===== config.mk =====
export PLATFORM = sky130hd
export DESIGN_NAME = lane_dly_cmd_seq
export DESIGN_NICKNAME = d
export VERILOG_FILES = /design/src/rtl/lane_dly_pkg.sv /design/src/rtl/lane_dly_tap_tracker.sv /design/src/rtl/lane_dly_cmd_seq.sv
export SDC_FILE = /design/constraint.sdc
export NUM_CORES = 1
export LEC_CHECK = 0
export BUFFER_PORTS_ARGS = -buffer_cell sky130_fd_sc_hd__buf_2
export CORE_ASPECT_RATIO = 0.7
export CORE_MARGIN = 5
export CORE_UTILIZATION = 53
export CTS_CLUSTER_SIZE = 28
export DETAILED_ROUTE_END_ITERATION = 12
export PLACE_DENSITY = 0.88
export SLEW_MARGIN = 25
export SYNTH_ARGS = -nofsm -noshare
export SYNTH_HDL_FRONTEND = slang
export SYNTH_SLANG_ARGS = --single-unit

===== constraint.sdc =====
create_clock -name FAB_CLK -period 2.88 [get_ports FAB_CLK]
set_input_delay 0.144 -clock FAB_CLK [delete_from_list [all_inputs] [get_ports FAB_CLK]]
set_output_delay 0.144 -clock FAB_CLK [all_outputs]
set_load 0.01 [all_outputs]

===== src/rtl/lane_dly_pkg.sv =====
// Shared types and encodings for the DQS delay-line command sequencer.
// Optional tap tracking is enabled by defining LANE_DLY_TAP_TRACK_EN.
package lane_dly_pkg;

    localparam int TAP_W = 8;

    typedef enum logic [2:0] {
        IDLE,
        SETUP,
        ISSUE,
        GAP,
        HOLD,
        RESP
    } state_t;

    localparam logic OP_MOVE = 1'b0;
    localparam logic OP_LOAD = 1'b1;

    localparam logic SEL_RX = 1'b0;
    localparam logic SEL_TX = 1'b1;

endpackage


===== src/rtl/lane_dly_tap_tracker.sv =====
// Saturating up/down/load counter shadowing one delay line's tap position.
// Only instantiated when LANE_DLY_TAP_TRACK_EN is defined.
module lane_dly_tap_tracker
    import lane_dly_pkg::*;
#(
    parameter logic [TAP_W-1:0] LOAD_VAL = 8'd1,
    parameter logic [TAP_W-1:0] MAX_VAL  = 8'd255
) (
    input  logic             clk,
    input  logic             rst,
    input  logic             load,
    input  logic             move,
    input  logic             dir,
    output logic [TAP_W-1:0] pos
);

    always_ff @(posedge clk) begin
        if (rst) begin
            pos <= LOAD_VAL;
        end else if (load) begin
            pos <= LOAD_VAL;
        end else if (move) begin
            if (dir) begin
                if (pos < MAX_VAL) pos <= pos + 8'd1;
            end else begin
                if (pos != '0) pos <= pos - 8'd1;
            end
        end
    end

endmodule


===== src/rtl/lane_dly_cmd_seq.sv =====
// DQS delay-line command sequencer: pause window, LOAD/MOVE pulses, OOR abort.
// Define LANE_DLY_TAP_TRACK_EN to build the RX/TX tap position trackers.
module lane_dly_cmd_seq
    import lane_dly_pkg::*;
#(
    parameter int               PAUSE_SETUP  = 4,
    parameter int               PAUSE_HOLD   = 4,
    parameter int               MOVE_GAP     = 3,
    parameter logic [TAP_W-1:0] TAP_LOAD_VAL = 8'd1,
    parameter logic [TAP_W-1:0] TAP_MAX      = 8'd255
) (
    input  logic             FAB_CLK,
    input  logic             RESET,
    input  logic             CMD_VALID,
    output logic             CMD_READY,
    input  logic             CMD_SEL,
    input  logic             CMD_OP,
    input  logic             CMD_DIR,
    input  logic [TAP_W-1:0] CMD_TAPS,
    output logic             RSP_VALID,
    input  logic             RSP_READY,
    output logic             RSP_OOR,
    output logic [TAP_W-1:0] RSP_TAPS,
    output logic             BUSY,
    output logic             DELAY_LINE_SEL,
    output logic             DELAY_LINE_LOAD,
    output logic             DELAY_LINE_DIRECTION,
    output logic             DELAY_LINE_MOVE,
    output logic             HS_IO_CLK_PAUSE,
    input  logic             RX_DELAY_LINE_OUT_OF_RANGE,
    input  logic             TX_DELAY_LINE_OUT_OF_RANGE,
    output logic [TAP_W-1:0] RX_TAP_POS,
    output logic [TAP_W-1:0] TX_TAP_POS
);

    localparam logic [7:0] SETUP_LAST = 8'(PAUSE_SETUP - 1);
    localparam logic [7:0] GAP_LAST   = 8'(MOVE_GAP - 1);
    localparam logic [7:0] HOLD_LAST  = 8'(PAUSE_HOLD - 1);

    state_t           state;
    state_t           nxt;
    logic [7:0]       cnt;
    logic [TAP_W-1:0] rem;
    logic             op_q;
    logic             accept;
    logic             abort;
    logic             oor_flag;
    logic             issue_nxt;

    // Selected line's flag; SEL is latched at accept so it is stable here.
    assign oor_flag  = DELAY_LINE_SEL ? TX_DELAY_LINE_OUT_OF_RANGE
                                      : RX_DELAY_LINE_OUT_OF_RANGE;
    assign accept    = (state == IDLE) && CMD_VALID && CMD_READY;
    assign abort     = (state == GAP) && (cnt == GAP_LAST) && oor_flag;
    assign issue_nxt = (nxt == ISSUE);

    always_comb begin
        nxt = state;
        unique case (state)
            IDLE: begin
                if (accept) nxt = SETUP;
            end
            SETUP: begin
                if (cnt == SETUP_LAST)
                    nxt = (op_q == OP_LOAD || rem != '0) ? ISSUE : HOLD;
            end
            ISSUE: begin
                nxt = GAP;
            end
            GAP: begin
                if (cnt == GAP_LAST)
                    nxt = (oor_flag || rem == '0) ? HOLD : ISSUE;
            end
            HOLD: begin
                if (cnt == HOLD_LAST) nxt = RESP;
            end
            RESP: begin
                if (RSP_READY) nxt = IDLE;
            end
            default: nxt = IDLE;
        endcase
    end

    always_ff @(posedge FAB_CLK) begin
        if (RESET) begin
            state                <= IDLE;
            cnt                  <= '0;
            rem                  <= '0;
            op_q                 <= OP_MOVE;
            CMD_READY            <= 1'b0;
            BUSY                 <= 1'b0;
            RSP_VALID            <= 1'b0;
            RSP_OOR              <= 1'b0;
            RSP_TAPS             <= '0;
            DELAY_LINE_SEL       <= 1'b0;
            DELAY_LINE_DIRECTION <= 1'b0;
            DELAY_LINE_LOAD      <= 1'b0;
            DELAY_LINE_MOVE      <= 1'b0;
            HS_IO_CLK_PAUSE      <= 1'b0;
        end else begin
            state     <= nxt;
            cnt       <= (nxt != state) ? 8'd0 : cnt + 8'd1;
            CMD_READY <= (nxt == IDLE);
            BUSY      <= (nxt != IDLE);
            RSP_VALID <= (nxt == RESP);
            HS_IO_CLK_PAUSE <= (nxt == SETUP) || (nxt == ISSUE)
                            || (nxt == GAP);
            DELAY_LINE_LOAD <= issue_nxt && (op_q == OP_LOAD);
            DELAY_LINE_MOVE <= issue_nxt && (op_q == OP_MOVE);
            if (accept) begin
                op_q                 <= CMD_OP;
                DELAY_LINE_SEL       <= CMD_SEL;
                DELAY_LINE_DIRECTION <= CMD_DIR;
                rem      <= (CMD_OP == OP_LOAD) ? 8'd1 : CMD_TAPS;
                RSP_OOR  <= 1'b0;
                RSP_TAPS <= '0;
            end
            if (issue_nxt) begin
                rem <= rem - 8'd1;
                if (op_q == OP_MOVE) RSP_TAPS <= RSP_TAPS + 8'd1;
            end
            if (abort) RSP_OOR <= 1'b1;
        end
    end

`ifdef LANE_DLY_TAP_TRACK_EN
    logic trk_load;
    logic trk_move;

    // Trackers step together with the registered pulse they shadow.
    assign trk_load = issue_nxt && (op_q == OP_LOAD);
    assign trk_move = issue_nxt && (op_q == OP_MOVE);

    lane_dly_tap_tracker #(
        .LOAD_VAL (TAP_LOAD_VAL),
        .MAX_VAL  (TAP_MAX)
    ) u_rx_trk (
        .clk  (FAB_CLK),
        .rst  (RESET),
        .load (trk_load && DELAY_LINE_SEL == SEL_RX),
        .move (trk_move && DELAY_LINE_SEL == SEL_RX),
        .dir  (DELAY_LINE_DIRECTION),
        .pos  (RX_TAP_POS)
    );

    lane_dly_tap_tracker #(
        .LOAD_VAL (TAP_LOAD_VAL),
        .MAX_VAL  (TAP_MAX)
    ) u_tx_trk (
        .clk  (FAB_CLK),
        .rst  (RESET),
        .load (trk_load && DELAY_LINE_SEL == SEL_TX),
        .move (trk_move && DELAY_LINE_SEL == SEL_TX),
        .dir  (DELAY_LINE_DIRECTION),
        .pos  (TX_TAP_POS)
    );
`else
    assign RX_TAP_POS = '0;
    assign TX_TAP_POS = '0;
`endif

endmodule


======== Yosys cells after proc, flatten, opt, wreduce, memory -nomap -nowiden ========
Cells that the tools add are included.
storage, ports and cells
  register bits ........................... 37
  logic and storage cells ................. 65
operators by class
  add/sub/neg operators ................... 3
  equality and inequality tests ........... 12
  mux-type cells .......................... 17
  bitwise operators ....................... 1
  reductions and logical operators ........ 18
operators with widths
  cell                 count
  $mux 8               6
  $mux 3               7
  $pmux 3 s6           1
  $add 8x1->8 const B  2
  $eq 8x2->1 const B   2
  $eq 3x2->1 const B   4
  $eq 3x3->1 const B   3
  $logic_not 8->1      1
  $reduce_bool 8->1    1
  $sub 8x1->8 const B  1
  $eq 3x1->1 const B   2
  $logic_and 1x1->1    6
  $logic_not 3->1      2
  $logic_or 1x1->1     4
  $reduce_bool 2->1    2
  $mux 1               3
  $ne 3x3->1           1
  $reduce_bool 3->1    1
  $reduce_or 2->1      1
  $not 1->1            1

======== Logic depth before layout (Yosys ltp) ========
  depth after elaboration ................. 8
  mapped depth ............................ 10

======== Least setup slack after synthesis ========
OpenSTA, ideal clock, no wires.
  path kind ............................... register -> register
  start point ............................. register cnt[0]
  end point ............................... register rem[6]
  library setup time ...................... 0.133 ns
  arrival time ............................ 2.226 ns
  required time ........................... 2.747 ns
  slack ................................... 0.521 ns
  cell stages (with the launch flop) ...... 10
  period minus slack after synthesis ...... 2.359 ns
  cell sequence ........................... dfxtp_1 > ha_1 > nor3b_1 > a21boi_0 > nor4_4 > a21bo_1 > buf_6 > buf_6 > o311ai_0 > a31oi_1
on the way
  longest elaborated chain between the ends .. 5
  elaborated cells between the ends (all ways) .. 9
  classes of those cells .................. eq/ne: 3; mux: 5; reduce/logical: 1
ends and longest elaborated chain
  element                                      line                                                                    source
  from (decl)                                  lane_dly_cmd_seq.sv:42                                                  logic [7:0] cnt;
  from (signal assigned)                       lane_dly_cmd_seq.sv:102                                                 cnt <= (nxt != state) ? 8'd0 : cnt + 8'd1;
  $eq 8x2->1, on equally long branches         lane_dly_cmd_seq.sv:64, lane_dly_cmd_seq.sv:75, lane_dly_cmd_seq.sv:71
  $mux 3, on equally long branches             lane_dly_cmd_seq.sv:75, lane_dly_cmd_seq.sv:64, lane_dly_cmd_seq.sv:71
  $pmux 3 s6 *                                 lane_dly_cmd_seq.sv:59                                                  unique case (state)
  $eq 3x2->1 *                                 lane_dly_cmd_seq.sv:55                                                  assign issue_nxt = (nxt == ISSUE);
  $mux 8 or $reduce_bool 2->1 (tied branches)  n/a
  to (signal assigned)                         lane_dly_cmd_seq.sv:114                                                 rem <= (CMD_OP == OP_LOAD) ? 8'd1 : CMD_TAPS;
  to (signal assigned)                         lane_dly_cmd_seq.sv:119                                                 rem <= rem - 8'd1;
  to (decl)                                    lane_dly_cmd_seq.sv:43                                                  logic [TAP_W-1:0] rem;
Mark *: on every way between the ends. The rest lies on a longest branch, timed or not.
A chain may end at the register's enable or synchronous reset.

======== Worst setup path after layout ========
  start point ............................. register cnt[1]
  end point ............................... register rem[6]
The elaborated chain is that of the path after synthesis.

==> results.rst <==
.. list-table::
   :header-rows: 1

   * - Metric
     - Value
   * - Placed cell count
     - between 300 and 400
   * - Leading post-synthesis cells by cell area
     - sky130_fd_sc_hd__dfxtp_1 37%, sky130_fd_sc_hd__buf_4 5.9%, sky130_fd_sc_hd__nor2_1 4.1%
   * - Delay-heaviest family, CP
     - simple AND/OR/NAND/NOR gates
   * - TritonCTS clock tree
     - done
   * - Met3 wire length
     - approximately 370 µm
   * - Clock insertion delay at the later pin of the skew report
     - between 0.2 and 0.3 ns
   * - CP Buf/Inv Count
     - 0
   * - Post-Syn Area
     - about 2000 µm²
   * - Yosys Warn Count
     - 0
   * - Met2 wire length
     - ~1800 µm
   * - Detailed-route DRC error count
     - 0
   * - Port Buffer Count
     - 33
   * - Max stage delay cell, worst path
     - sky130_fd_sc_hd__or4_1
   * - Placeable core region
     - 3600 µm²
   * - Kind of start point of the critical path
     - register
   * - Critical path origin
     - cnt[1]$_SDFF_PP0_
   * - Number of sinks handled by clock tree synthesis
     - 37
   * - Final weighted congestion in routability-driven placement
     - 0.901
   * - Number of logic stages on the critical path including buffering
     - 7
   * - Portion of synthesized cell area occupied by the leading cell type
     - 36.5%
   * - Area added between synthesis and finish
     - 9.99%
   * - Kind of critical path
     - register to register
   * - Total congestion overflow after global routing
     - 0
   * - Worst-case setup margin in the final layout
     - 0.314 ns
   * - Non-Filler Cell Area, Final
     - roughly 2200 µm²
   * - Final period demand of the worst path
     - 2.57 ns
   * - Switching portion of total power
     - ~28%
   * - Outcome
     - finished clean
   * - Clock slew at the register clock pins of the worst setup and hold paths
     - around 0.070 ns
   * - Leakage power summed over all cells
     - ~0.92 nW
   * - Gate Count Post-Synth
     - ~230
   * - Crit path arrival time
     - approximately 2.8 ns
   * - TritonCTS buffer count
     - 5
   * - Largest buffer count on any clock path
     - 2
   * - Post-synthesis register bit count
     - 37
   * - Number of synthesized flops with an enable pin
     - 0
   * - Reg-to-reg startpoint
     - cnt[1]$_SDFF_PP0_
   * - Nets@finish
     - about 280
   * - # Max-Cap Violations
     - 0
   * - Setup repair after global routing missed its margin
     - no
   * - Final routed wire length divided by cell count
     - between 10 and 15 µm
   * - Setup slack at placement
     - between 0.15 and 0.2 ns
   * - Number of detailed-route iterations in the first pass
     - 4
   * - Dpl cell area
     - between 2000 and 2500 µm²
   * - Effective utilization at floorplan
     - a little under three fifths
   * - Multi-input gate area in the final layout
     - 1140 µm²
   * - Aggregate negative setup slack
     - 0 ns
   * - Tcrit/Tclk final
     - between 80 and 90%
   * - Fraction of final layout cells sized beyond drive strength 1
     - between 15 and 20%
   * - Combinational share of power
     - 16.0%
   * - Total setup violations reported at the end of the flow
     - 0
   * - Global Route Usage Sum
     - 17.8%
   * - Clock Power Share
     - around 32%
   * - Max incr delay on CP
     - 0.46 ns
   * - Internal reg-to-reg setup slack
     - around 0.31 ns
   * - Via count of the first global-routing pass
     - approximately 1600
   * - Diode insertion count for antenna repair
     - 0
   * - Die outline area
     - between 5000 and 6000 µm²
   * - Area leader, netlist
     - sky130_fd_sc_hd__dfxtp_1
   * - ANT nets after route
     - 0
   * - R2R Path End
     - rem[6]$_SDFFE_PP0P_
   * - Series of cell instances along the critical path
     - ha_1 > nor3b_1 > a21boi_0 > nor4_4 > a21bo_2 > or4_1 > a31oi_1
   * - Setup crit end kind
     - register
   * - Floorplan die width
     - 83.9 µm
   * - Area of all sequential standard cells
     - roughly 740 µm²
   * - Dominant synthesized flop cell
     - sky130_fd_sc_hd__dfxtp_1
   * - Leading cell types in the layout, fill and taps excluded
     - 37 x sky130_fd_sc_hd__dfxtp_1, 33 x sky130_fd_sc_hd__buf_2, 22 x sky130_fd_sc_hd__nor2_1, 16 x sky130_fd_sc_hd__conb_1, 14 x sky130_fd_sc_hd__a21oi_1
   * - CTS H-Tree Depth
     - 2
   * - Slew Limit Fails
     - 0
   * - Final hold violation count
     - 0
   * - Worst r2r path cells
     - 7
   * - Antenna violations before repair
     - 0
   * - Maximum operating frequency
     - approximately 0.39 GHz
   * - Highest routed layer
     - met4
   * - Floorplan row count
     - 18
   * - IR Drop Worst-Case VDD
     - roughly 270 µV
   * - Vias
     - roughly 1700
   * - Routed length on met1
     - about 2100 µm
   * - Pin count of the biggest net entering global routing
     - 28
   * - Wirelength, routed
     - about 4300 µm
   * - Number of distinct library cells after synthesis
     - 48
   * - Fill cell total of the finished layout
     - 335
   * - Initial drt markers
     - 139
   * - Syn avg cell area
     - ~8.7 µm²
   * - Number of vias per cell after detailed routing
     - between 5 and 6
   * - Worst clock skew
     - between 0.002 and 0.003 ns
   * - Ratio of total power to cell area
     - just under 500 nW/µm²
   * - Number of non-filler instances in the completed layout
     - roughly 310
   * - Global-route wire length before repair
     - 7330 µm
   * - Number of primary I/O pins
     - 50
   * - Dpl hpwl
     - between 3000 and 4000 µm
   * - Cell Int Power
     - 0.768 mW
   * - Data required, critical path
     - 3.10 ns
   * - Most common cell after layout, fill and taps aside
     - sky130_fd_sc_hd__dfxtp_1
   * - CP endpoint
     - rem[6]$_SDFFE_PP0P_
   * - Sequential share of power
     - about half
   * - Sequential fraction of the synthesis area
     - between 30% and 40%
   * - Path type of the worst min-delay path
     - primary input to register
   * - Overall die height
     - approximately 60 µm
   * - Post-synthesis async set-or-reset flop share
     - 0%
   * - Clock tree root driver cell
     - sky130_fd_sc_hd__clkbuf_8
   * - Crit path max fanout
     - 27
   * - Net switching power figure
     - between 0.3 and 0.4 mW
[how the worst min path moves through the flow]
stage	depth (start not counted)	start	to
finish	3	CMD_DIR	DELAY_LINE_DIRECTION$_SDFFE_PP0P_
global route	3	CMD_DIR	DELAY_LINE_DIRECTION$_SDFFE_PP0P_
CTS	3	CMD_DIR	DELAY_LINE_DIRECTION$_SDFFE_PP0P_
detailed placement	3	CMD_DIR	DELAY_LINE_DIRECTION$_SDFFE_PP0P_
global placement	3	CMD_DIR	DELAY_LINE_DIRECTION$_SDFFE_PP0P_
floorplan	2	CMD_DIR	DELAY_LINE_DIRECTION$_SDFFE_PP0P_
[metal layers]
metal | GRT usage [%] | up-vias
met2 | 26.6 | 58
met4 | 4.36 | 0
met3 | 6.85 | 2
li1 | - | 869
met1 | 24.7 | 799
met5 | 0 | -
[worst register-to-register path, cell delays in order, from the launching register on]
cell                       delay, ns
sky130_fd_sc_hd__dfxtp_1        0.40
sky130_fd_sc_hd__ha_1           0.27
sky130_fd_sc_hd__nor3b_1        0.32
sky130_fd_sc_hd__a21boi_0       0.21
sky130_fd_sc_hd__nor4_4         0.25
sky130_fd_sc_hd__a21bo_2        0.41
sky130_fd_sc_hd__or4_1          0.47
sky130_fd_sc_hd__a31oi_1        0.17
[final cells by class]
type	instances	area share, %
well taps	50	2.80
clock inverters	2	0.449
flip-flops and latches	37	33.2
repair buffers	36	8.41
inverters	4	0.673
clock buffers	6	3.25
multi-input cells	177	51.2
[per-stage QoR]
step | utilization [%] | hold slack [ns] | power [mW]
6_report | 61.9 | 0.0844 | 1.07
5_1_grt | 61.9 | 0.0885 | 1.13
4_1_cts | 61.9 | 0.0789 | 1.08
3_5_place_dp | 59.6 | 0.386 | 0.734
3_3_place_gp | 59.6 | 0.376 | 0.729
2_1_floorplan | - | 0.288 | 0.703
[power groups by stage]
stage	Clock [mW]	Sequential, mW	Combinational, mW
detailed placement	0	0.565	0.169
floorplan	0	0.562	0.141
global route	0.379	0.557	0.194
global placement	0	0.564	0.166
finish	0.346	0.553	0.172
CTS	0.357	0.553	0.170
[registers in the layout, indices dropped and copies added, names as in the netlist]
name / flops
RSP_OOR: 1
DELAY_LINE_DIRECTION: 1
BUSY: 1
HS_IO_CLK_PAUSE: 1
rem: 8
state: 3
op_q: 1
DELAY_LINE_SEL: 1
cnt: 8
CMD_READY: 1
RSP_VALID: 1
RSP_TAPS: 8
DELAY_LINE_LOAD: 1
DELAY_LINE_MOVE: 1
[repair_timing]
item                                    CTS  global route
hold buffers                              0             0
endpoints found under the setup margin    0             8
gates resized for setup                   0             1
setup buffers                             0             0
[logic make-up (layout without fill, tap and decap cells)]
kind of cell	count (synthesis)	in the layout	synth area share (%)
AND/OR/NAND/NOR	94	94	27.0
AO/OA/AOI/OAI	48	48	17.2
flip-flops	37	37	36.5
buffers and inverters	33	48	9.93
XOR/XNOR	11	11	4.75
adder cells (fa/ha/maj)	4	4	2.47
multiplexers	4	4	1.97
other	1	16	0.185
[cells in the mapped netlist (5+ instances only)]
cell type                  instances
sky130_fd_sc_hd__and3_1            7
sky130_fd_sc_hd__nor3_1            5
sky130_fd_sc_hd__nand2_1           9
sky130_fd_sc_hd__buf_4            16
sky130_fd_sc_hd__clkbuf_1          7
sky130_fd_sc_hd__xor2_1            7
sky130_fd_sc_hd__or3_1            10
sky130_fd_sc_hd__o211ai_1          9
sky130_fd_sc_hd__nor3b_1           5
sky130_fd_sc_hd__dfxtp_1          37
sky130_fd_sc_hd__nand3_1           9
sky130_fd_sc_hd__a21oi_1          14
sky130_fd_sc_hd__nor2_1           22
(Power assumes the default switching activity.)
